===== src/rtl/decode_queue_stage.sv =====
// decode_queue_stage: fetch-to-execute decode stage.
// A DEPTH-entry FIFO of {pc, instr} feeds a combinational RV32I/Zicsr(/M)
// decoder whose result is captured in a registered micro-op with
// valid/ready handshakes. A small FSM inserts one bubble on load-use hazards.
module decode_queue_stage #(
    parameter int          DEPTH    = 4,
    parameter bit          ENABLE_M = 1'b0,
    parameter logic [31:0] RESET_PC = 32'h0000_0000
) (
    input  logic                     clk,
    input  logic                     rst,
    input  logic                     flush,
    input  logic                     in_valid,
    output logic                     in_ready,
    input  logic [31:0]              in_pc,
    input  logic [31:0]              in_instr,
    output logic                     out_valid,
    input  logic                     out_ready,
    output logic [31:0]              out_pc,
    output logic [4:0]               out_alu_op,
    output logic [3:0]               out_access,
    output logic [2:0]               out_wb_sel,
    output logic [4:0]               out_rd,
    output logic [4:0]               out_rs1,
    output logic [4:0]               out_rs2,
    output logic [31:0]              out_imm,
    output logic [11:0]              out_csr_addr,
    output logic                     out_is_jump,
    output logic                     out_illegal,
    output logic [$clog2(DEPTH):0]   count
);

    localparam int AW = $clog2(DEPTH);
    localparam int CW = AW + 1;

    typedef enum logic [4:0] {
        ALU_ADD = 5'd0,  ALU_SUB = 5'd1,  ALU_SLL = 5'd2,  ALU_SLT = 5'd3,
        ALU_SLTU = 5'd4, ALU_XOR = 5'd5,  ALU_SRL = 5'd6,  ALU_SRA = 5'd7,
        ALU_OR = 5'd8,   ALU_AND = 5'd9,  ALU_LUI = 5'd10, ALU_EQ = 5'd11,
        ALU_NE = 5'd12,  ALU_LT = 5'd13,  ALU_GE = 5'd14,  ALU_LTU = 5'd15,
        ALU_GEU = 5'd16, ALU_CSRRW = 5'd17, ALU_CSRRS = 5'd18, ALU_CSRRC = 5'd19,
        ALU_MUL = 5'd20, ALU_MULH = 5'd21, ALU_MULHSU = 5'd22, ALU_MULHU = 5'd23,
        ALU_DIV = 5'd24, ALU_DIVU = 5'd25, ALU_REM = 5'd26, ALU_REMU = 5'd27,
        ALU_ILL = 5'd31
    } alu_cmd_e;

    typedef enum logic [3:0] {
        MEM_NONE = 4'd0, MEM_LB = 4'd1, MEM_LH = 4'd2, MEM_LW = 4'd3,
        MEM_LBU = 4'd4,  MEM_LHU = 4'd5, MEM_SB = 4'd6, MEM_SH = 4'd7,
        MEM_SW = 4'd8
    } mem_access_e;

    typedef enum logic [2:0] {
        WB_NONE = 3'd0, WB_RI_TYPE_LUI = 3'd1, WB_LOAD = 3'd2,
        WB_PC4 = 3'd3,  WB_ZICSR = 3'd4
    } wb_sel_e;

    typedef enum logic {IDLE, LOAD_PEND} il_state_e;

    logic [63:0]   mem [DEPTH];
    logic [AW-1:0] wr_ptr, rd_ptr;
    logic          push, load_en, stall, nonempty;
    il_state_e     state, state_next;
    logic [4:0]    pend_rd, pend_rd_next;

    logic [31:0]   h_pc, h_ins;
    alu_cmd_e      d_alu;
    mem_access_e   d_acc;
    wb_sel_e       d_wb;
    logic [4:0]    d_rd, d_rs1, d_rs2;
    logic [31:0]   d_imm;
    logic          d_jump, d_ill;

    assign in_ready = (count < CW'(DEPTH));
    assign nonempty = (count != '0);
    assign push     = in_valid & in_ready & ~flush;
    assign h_pc     = mem[rd_ptr][63:32];
    assign h_ins    = mem[rd_ptr][31:0];

    // FIFO storage; entries need no reset since count gates their use.
    always_ff @(posedge clk) begin
        if (push)
            mem[wr_ptr] <= {in_pc, in_instr};
    end

    // FIFO pointers and occupancy; flush empties the queue.
    always_ff @(posedge clk or posedge rst) begin
        if (rst) begin
            wr_ptr <= '0;
            rd_ptr <= '0;
            count  <= '0;
        end else if (flush) begin
            wr_ptr <= '0;
            rd_ptr <= '0;
            count  <= '0;
        end else begin
            if (push)
                wr_ptr <= wr_ptr + AW'(1);
            if (load_en)
                rd_ptr <= rd_ptr + AW'(1);
            case ({push, load_en})
                2'b10:   count <= count + CW'(1);
                2'b01:   count <= count - CW'(1);
                default: count <= count;
            endcase
        end
    end

    // Combinational decode of the FIFO head entry.
    always_comb begin
        logic [6:0] opc, f7;
        logic [2:0] f3;
        opc    = h_ins[6:0];
        f3     = h_ins[14:12];
        f7     = h_ins[31:25];
        d_alu  = ALU_ADD;
        d_acc  = MEM_NONE;
        d_wb   = WB_NONE;
        d_rd   = '0;
        d_rs1  = '0;
        d_rs2  = '0;
        d_imm  = '0;
        d_jump = 1'b0;
        d_ill  = 1'b0;
        case (opc)
            7'b0110111: begin // LUI
                d_alu = ALU_LUI; d_rd = h_ins[11:7]; d_wb = WB_RI_TYPE_LUI;
                d_imm = {h_ins[31:12], 12'b0};
            end
            7'b0010111: begin // AUIPC
                d_rd = h_ins[11:7]; d_wb = WB_RI_TYPE_LUI;
                d_imm = {h_ins[31:12], 12'b0};
            end
            7'b1101111: begin // JAL
                d_rd = h_ins[11:7]; d_wb = WB_PC4; d_jump = 1'b1;
                d_imm = {{11{h_ins[31]}}, h_ins[31], h_ins[19:12], h_ins[20], h_ins[30:21], 1'b0};
            end
            7'b1100111: begin // JALR
                d_rd = h_ins[11:7]; d_rs1 = h_ins[19:15]; d_wb = WB_PC4; d_jump = 1'b1;
                d_imm = {{20{h_ins[31]}}, h_ins[31:20]};
                d_ill = (f3 != 3'b000);
            end
            7'b1100011: begin // BRANCH
                d_rs1 = h_ins[19:15]; d_rs2 = h_ins[24:20]; d_jump = 1'b1;
                d_imm = {{19{h_ins[31]}}, h_ins[31], h_ins[7], h_ins[30:25], h_ins[11:8], 1'b0};
                case (f3)
                    3'b000:  d_alu = ALU_EQ;
                    3'b001:  d_alu = ALU_NE;
                    3'b100:  d_alu = ALU_LT;
                    3'b101:  d_alu = ALU_GE;
                    3'b110:  d_alu = ALU_LTU;
                    3'b111:  d_alu = ALU_GEU;
                    default: d_ill = 1'b1;
                endcase
            end
            7'b0000011: begin // LOAD
                d_rd = h_ins[11:7]; d_rs1 = h_ins[19:15]; d_wb = WB_LOAD;
                d_imm = {{20{h_ins[31]}}, h_ins[31:20]};
                case (f3)
                    3'b000:  d_acc = MEM_LB;
                    3'b001:  d_acc = MEM_LH;
                    3'b010:  d_acc = MEM_LW;
                    3'b100:  d_acc = MEM_LBU;
                    3'b101:  d_acc = MEM_LHU;
                    default: d_ill = 1'b1;
                endcase
            end
            7'b0100011: begin // STORE
                d_rs1 = h_ins[19:15]; d_rs2 = h_ins[24:20];
                d_imm = {{20{h_ins[31]}}, h_ins[31:25], h_ins[11:7]};
                case (f3)
                    3'b000:  d_acc = MEM_SB;
                    3'b001:  d_acc = MEM_SH;
                    3'b010:  d_acc = MEM_SW;
                    default: d_ill = 1'b1;
                endcase
            end
            7'b0010011: begin // OP-IMM
                d_rd = h_ins[11:7]; d_rs1 = h_ins[19:15]; d_wb = WB_RI_TYPE_LUI;
                d_imm = {{20{h_ins[31]}}, h_ins[31:20]};
                case (f3)
                    3'b000: d_alu = ALU_ADD;
                    3'b010: d_alu = ALU_SLT;
                    3'b011: d_alu = ALU_SLTU;
                    3'b100: d_alu = ALU_XOR;
                    3'b110: d_alu = ALU_OR;
                    3'b111: d_alu = ALU_AND;
                    3'b001: begin d_alu = ALU_SLL; d_ill = (f7 != 7'b0000000); end
                    default: begin
                        if (f7 == 7'b0000000)      d_alu = ALU_SRL;
                        else if (f7 == 7'b0100000) d_alu = ALU_SRA;
                        else                       d_ill = 1'b1;
                    end
                endcase
            end
            7'b0110011: begin // OP
                d_rd = h_ins[11:7]; d_rs1 = h_ins[19:15]; d_rs2 = h_ins[24:20];
                d_wb = WB_RI_TYPE_LUI;
                if (f7 == 7'b0000001) begin
                    if (ENABLE_M) begin
                        case (f3)
                            3'b000:  d_alu = ALU_MUL;
                            3'b001:  d_alu = ALU_MULH;
                            3'b010:  d_alu = ALU_MULHSU;
                            3'b011:  d_alu = ALU_MULHU;
                            3'b100:  d_alu = ALU_DIV;
                            3'b101:  d_alu = ALU_DIVU;
                            3'b110:  d_alu = ALU_REM;
                            default: d_alu = ALU_REMU;
                        endcase
                    end else begin
                        d_ill = 1'b1;
                    end
                end else if (f7 == 7'b0000000) begin
                    case (f3)
                        3'b000:  d_alu = ALU_ADD;
                        3'b001:  d_alu = ALU_SLL;
                        3'b010:  d_alu = ALU_SLT;
                        3'b011:  d_alu = ALU_SLTU;
                        3'b100:  d_alu = ALU_XOR;
                        3'b101:  d_alu = ALU_SRL;
                        3'b110:  d_alu = ALU_OR;
                        default: d_alu = ALU_AND;
                    endcase
                end else if (f7 == 7'b0100000 && f3 == 3'b000) begin
                    d_alu = ALU_SUB;
                end else if (f7 == 7'b0100000 && f3 == 3'b101) begin
                    d_alu = ALU_SRA;
                end else begin
                    d_ill = 1'b1;
                end
            end
            7'b0001111: begin // FENCE travels as a no-op
            end
            7'b1110011: begin // SYSTEM: CSR ops; ECALL/EBREAK go to execute as traps
                d_rd = h_ins[11:7]; d_wb = WB_ZICSR;
                case (f3)
                    3'b001:  begin d_alu = ALU_CSRRW; d_rs1 = h_ins[19:15]; end
                    3'b010:  begin d_alu = ALU_CSRRS; d_rs1 = h_ins[19:15]; end
                    3'b011:  begin d_alu = ALU_CSRRC; d_rs1 = h_ins[19:15]; end
                    3'b101:  begin d_alu = ALU_CSRRW; d_imm = {27'b0, h_ins[19:15]}; end
                    3'b110:  begin d_alu = ALU_CSRRS; d_imm = {27'b0, h_ins[19:15]}; end
                    3'b111:  begin d_alu = ALU_CSRRC; d_imm = {27'b0, h_ins[19:15]}; end
                    default: d_ill = 1'b1;
                endcase
            end
            default: d_ill = 1'b1;
        endcase
        if (d_ill) begin
            d_alu  = ALU_ILL;
            d_acc  = MEM_NONE;
            d_rd   = '0;
            d_rs1  = '0;
            d_rs2  = '0;
            d_imm  = '0;
            d_jump = 1'b0;
        end
        if (d_rd == '0)
            d_wb = WB_NONE;
    end

    // Interlock state register.
    always_ff @(posedge clk or posedge rst) begin
        if (rst) begin
            state   <= IDLE;
            pend_rd <= '0;
        end else if (flush) begin
            state   <= IDLE;
            pend_rd <= '0;
        end else begin
            state   <= state_next;
            pend_rd <= pend_rd_next;
        end
    end

    // Interlock next state, stall and output-register load enable.
    // Stall only while the load still occupies the output register; the
    // cycle after it leaves is the bubble, so the dependent op loads then.
    always_comb begin
        logic dep;
        state_next   = state;
        pend_rd_next = pend_rd;
        dep   = ((d_rs1 != '0) && (d_rs1 == pend_rd)) ||
                ((d_rs2 != '0) && (d_rs2 == pend_rd));
        stall = (state == LOAD_PEND) && out_valid && dep;
        load_en = (~out_valid | out_ready) & nonempty & ~stall & ~flush;
        case (state)
            IDLE: begin
                if (load_en && d_wb == WB_LOAD) begin
                    state_next   = LOAD_PEND;
                    pend_rd_next = d_rd;
                end
            end
            default: begin
                if (load_en) begin
                    if (d_wb == WB_LOAD) begin
                        pend_rd_next = d_rd;
                    end else begin
                        state_next = IDLE;
                    end
                end else if (!out_valid) begin
                    state_next = IDLE;
                end
            end
        endcase
    end

    // Registered micro-op; holds while out_valid & !out_ready.
    always_ff @(posedge clk or posedge rst) begin
        if (rst) begin
            out_valid    <= 1'b0;
            out_pc       <= RESET_PC;
            out_alu_op   <= '0;
            out_access   <= MEM_NONE;
            out_wb_sel   <= WB_NONE;
            out_rd       <= '0;
            out_rs1      <= '0;
            out_rs2      <= '0;
            out_imm      <= '0;
            out_csr_addr <= '0;
            out_is_jump  <= 1'b0;
            out_illegal  <= 1'b0;
        end else if (flush) begin
            out_valid <= 1'b0;
        end else if (load_en) begin
            out_valid    <= 1'b1;
            out_pc       <= h_pc;
            out_alu_op   <= d_alu;
            out_access   <= d_acc;
            out_wb_sel   <= d_wb;
            out_rd       <= d_rd;
            out_rs1      <= d_rs1;
            out_rs2      <= d_rs2;
            out_imm      <= d_imm;
            out_csr_addr <= h_ins[31:20];
            out_is_jump  <= d_jump;
            out_illegal  <= d_ill;
        end else if (out_ready) begin
            out_valid <= 1'b0;
        end
    end

endmodule


===== config.mk =====
export PLATFORM = sky130hd
export DESIGN_NAME = decode_queue_stage
export DESIGN_NICKNAME = d
export VERILOG_FILES = /design/src/rtl/decode_queue_stage.sv
export SDC_FILE = /design/constraint.sdc
export NUM_CORES = 1
export LEC_CHECK = 0
export CAP_MARGIN = 10
export CORE_ASPECT_RATIO = 0.8
export CORE_MARGIN = 10
export CORE_UTILIZATION = 55
export DETAILED_ROUTE_END_ITERATION = 8
export PLACE_DENSITY = 0.78
export SYNTH_ARGS = -nofsm -noshare
export SYNTH_HDL_FRONTEND = slang
export SYNTH_SLANG_ARGS = --single-unit

===== constraint.sdc =====
create_clock -name clk -period 7.6 [get_ports clk]
set_input_delay 1.52 -clock clk [delete_from_list [all_inputs] [get_ports clk]]
set_output_delay 1.52 -clock clk [all_outputs]
set_load 0.005 [all_outputs]

==> results.ini <==
[status]
outcome=finished clean

[setup_path]
crit_slowest_cell=dfrtp_4
cp_max_fo=65
path_class=flip-flop to flip-flop
slowest_delay_ns=1.09
cp_common_cell=or2_2
start_kind=flip-flop
cp.required_ns=8.00
path_delay_family=simple AND/OR/NAND/NOR gates
cp_cell_sequence=mux4_2 > or2_2 > nor4_1 > o21ai_0 > nand4_2 > nor4_4 > buf_4 > or2_2 > nor3_1 > fa_1 > inv_1 > o41ai_1 > a211oi_1
critPathArrivalTime_ns=5.60
reg2reg_depth=13
r2r-start=rd_ptr[1]
rrSetupSlack_ns=2.40
crit_buf_inv=2
rr_endpoint=count[2]
end_kind=flip-flop

[yosys]
synth-async-reset-ratio_pct=31.73
synth_common_cells=256 x edfxtp_1, 119 x dfrtp_1, 63 x nand2_1, 62 x mux4_2, 56 x mux2_2
syn-cell-area_sq_um=15550
synth_ff_type=edfxtp_1
syn_nets=980
synth_top_area_cell=edfxtp_1
synth_cell_types=65
synth_top_cell_area_share_pct=49.45
ys_warn_count=0
synth.area.top_cells=edfxtp_1 49%, dfrtp_1 19%, mux4_2 9.0%
synthCells=906
avgSynthCellArea_sq_um=17.16
yosys_register_bits=375
synth_most_common_cell=edfxtp_1
ys_seq_area_share_pct=68.60
synth_edf_count=256

[pwr]
peakVddDrop_v=0.0002535
powerDensity_nw_per_um2=318.5
leakage_uw=0.006611

[sta]
setup_tns_ns=0
slew_viol_final=0
worst_slew_pin_slew_ns=1.008
fin_crit_ns=5.199
finalSetupViolCount=0
slew-limit-headroom_pct=32.81
rsz0062_at_grt=false
finalCritPeriodShare_pct=68.40
hold_ws_ns=0.4889
finalClockSkew_ns=0.01923
max_freq_ghz=0.1924
hold_viol=0

[layout]
fill_cells=1836
area_delta_synth_final_pct=20.76
ff_latch_area_sq_um=10670
multiInputGateArea_sq_um=4566
drive_gt1_share_pct=21.93
num-nets-final=1154
fin_cells=1474

[hold_path]
hold-path-cell-count=1
min_path_type=flip-flop to flip-flop
min_to=out_imm[25]
worstHoldStart=out_imm[25]

[clocking]
clock_latency_ns=0.53
clk_pin_slew_ns=0.07
cts_tree=built
ctsResizeCount=0
cts-hold-fix-buffers=0
numCtsBuffers=36
h-tree-depth=2
clockBufferDepth=3
clockRootBuffer=clkbuf_16
post_cts_buffers=0
cts_sinks=375

[die]
die_w_um=208.0
ios=179
coreArea_sq_um=27570
fp-row-count=54
dieArea_sq_um=35430
initial_core_util_pct=56.40
die_h_um=170.4

[global_routing]
antenna_found_initial=7
gr-usage-all-layers_pct=19.33
grt_max_degree=82
grt_pass1_wl_mm=53.96
overflow=0
grt_pass1_vias=8989

[routing]
drtIter0Drc=723
postRouteAntennaNets=0
wl_per_cell_um=23.62
via_per_inst=5.959
vias=8784
drt_first_pass_iters=7
drt-total-wl_mm=34.82
route.detailed.drc=0

[placement]
gp_congestion=0.8919
dpl.hpwl_mm=22.23
place_inst=1406
portBuffers=178

[run]
cap_violations=0

==> per-layer routing <==
metal  wire [um]  global-route usage, %  vias to the layer above
met1       15430                  26.95                     4528
met4         586                  4.906                       10
met2       16110                  29.60                      331
met5          76                      0                        -
met3        2609                  5.379                       58
li1            -                      -                     3857
==> cells by family after synthesis <==
kind of cell | count (synthesis) | synth area share [%]
flops | 375 | 68.60
simple gates | 177 | 6.141
mux | 174 | 18.07
compound gates | 93 | 3.775
buf+inv | 69 | 2.229
xor+xnor | 13 | 0.7324
fa+ha+maj | 5 | 0.4507
==> report_power, final <==
part | leakage [uW] | internal, uW | switching [uW]
Sequential | 0.00385 | 2440 | 198
Clock | 0.000557 | 999 | 749
Combinational | 0.00221 | 848 | 746
==> how the worst max path moves through the flow <==
stage | startpoint | to | slack, ns | depth (start not counted)
final | rd_ptr[1] | count[2] | 2.40 | 13
after global routing | rd_ptr[0] | count[2] | 2.10 | 13
after detailed placement | rd_ptr[0] | count[1] | 2.61 | 14
after CTS | rd_ptr[0] | count[2] | 2.49 | 13
after global placement | rd_ptr[0] | count[1] | 2.56 | 14
after floorplan | rst | count[0] | 2.92 | 1
==> state kept, by name, indices dropped and copies added, names as in the netlist <==
signal	count
rd_ptr	2
out_csr_addr	12
out_rs2	5
out_alu_op	5
out_is_jump	1
state	1
count	3
out_valid	1
out_illegal	1
out_pc	32
out_rd	5
mem	256
out_access	4
pend_rd	5
out_imm	32
out_rs1	5
out_wb_sel	3
wr_ptr	2
==> final cells by class <==
class / count / area share, %
sequential: 375 / 56.85
multi-input combinational: 462 / 24.32
timing repair buffer: 185 / 9.837
clock buffer: 48 / 5.318
tap: 364 / 2.426
clock inverter: 18 / 0.8131
inverter: 20 / 0.4132
antenna: 2 / 0.02666
==> cells in the final DEF (no fill, tap or decap), drive strengths merged, types with 3 or more instances in the layout <==
master         synthesis  layout
ha                     4       4
nand3                  8       8
nor2                  28      28
mux2i                 11      11
nor2b                  4       4
nor3                  13      13
o22ai                  4       4
edfxtp               256     256
buf                   26       7
xnor2                  7       7
o21bai                 3       3
and3                  17      17
inv                   20      22
clkdlybuf4s50          0     178
a32oi                  3       3
a22oi                  4       4
nand4                  5       5
a211oi                 3       3
or2                    6       6
nor4                   9       9
mux2                 100     100
nand2                 63      63
o21ai                 18      18
or4                    6       6
a21oi                 38      38
clkinv                 0      12
and2b                  4       4
or3                    5       5
nand2b                 5       5
dfrtp                119     119
xor2                   6       6
o21a                   3       3
mux4                  63      63
o31ai                  3       3
clkbuf                23      48
==> through the flow <==
step,instance area (sq um),worst slack (ns),power (uW),util [%]
2_1_floorplan,15550,2.923,3628,-
3_3_place_gp,17620,2.559,4242,63.91
3_5_place_dp,17620,2.610,4271,63.91
4_1_cts,18770,2.490,6025,68.09
5_1_grt,18770,2.100,6241,68.10
6_report,18770,2.401,5980,68.11
Note: power is estimated with default switching activity, not from simulation.
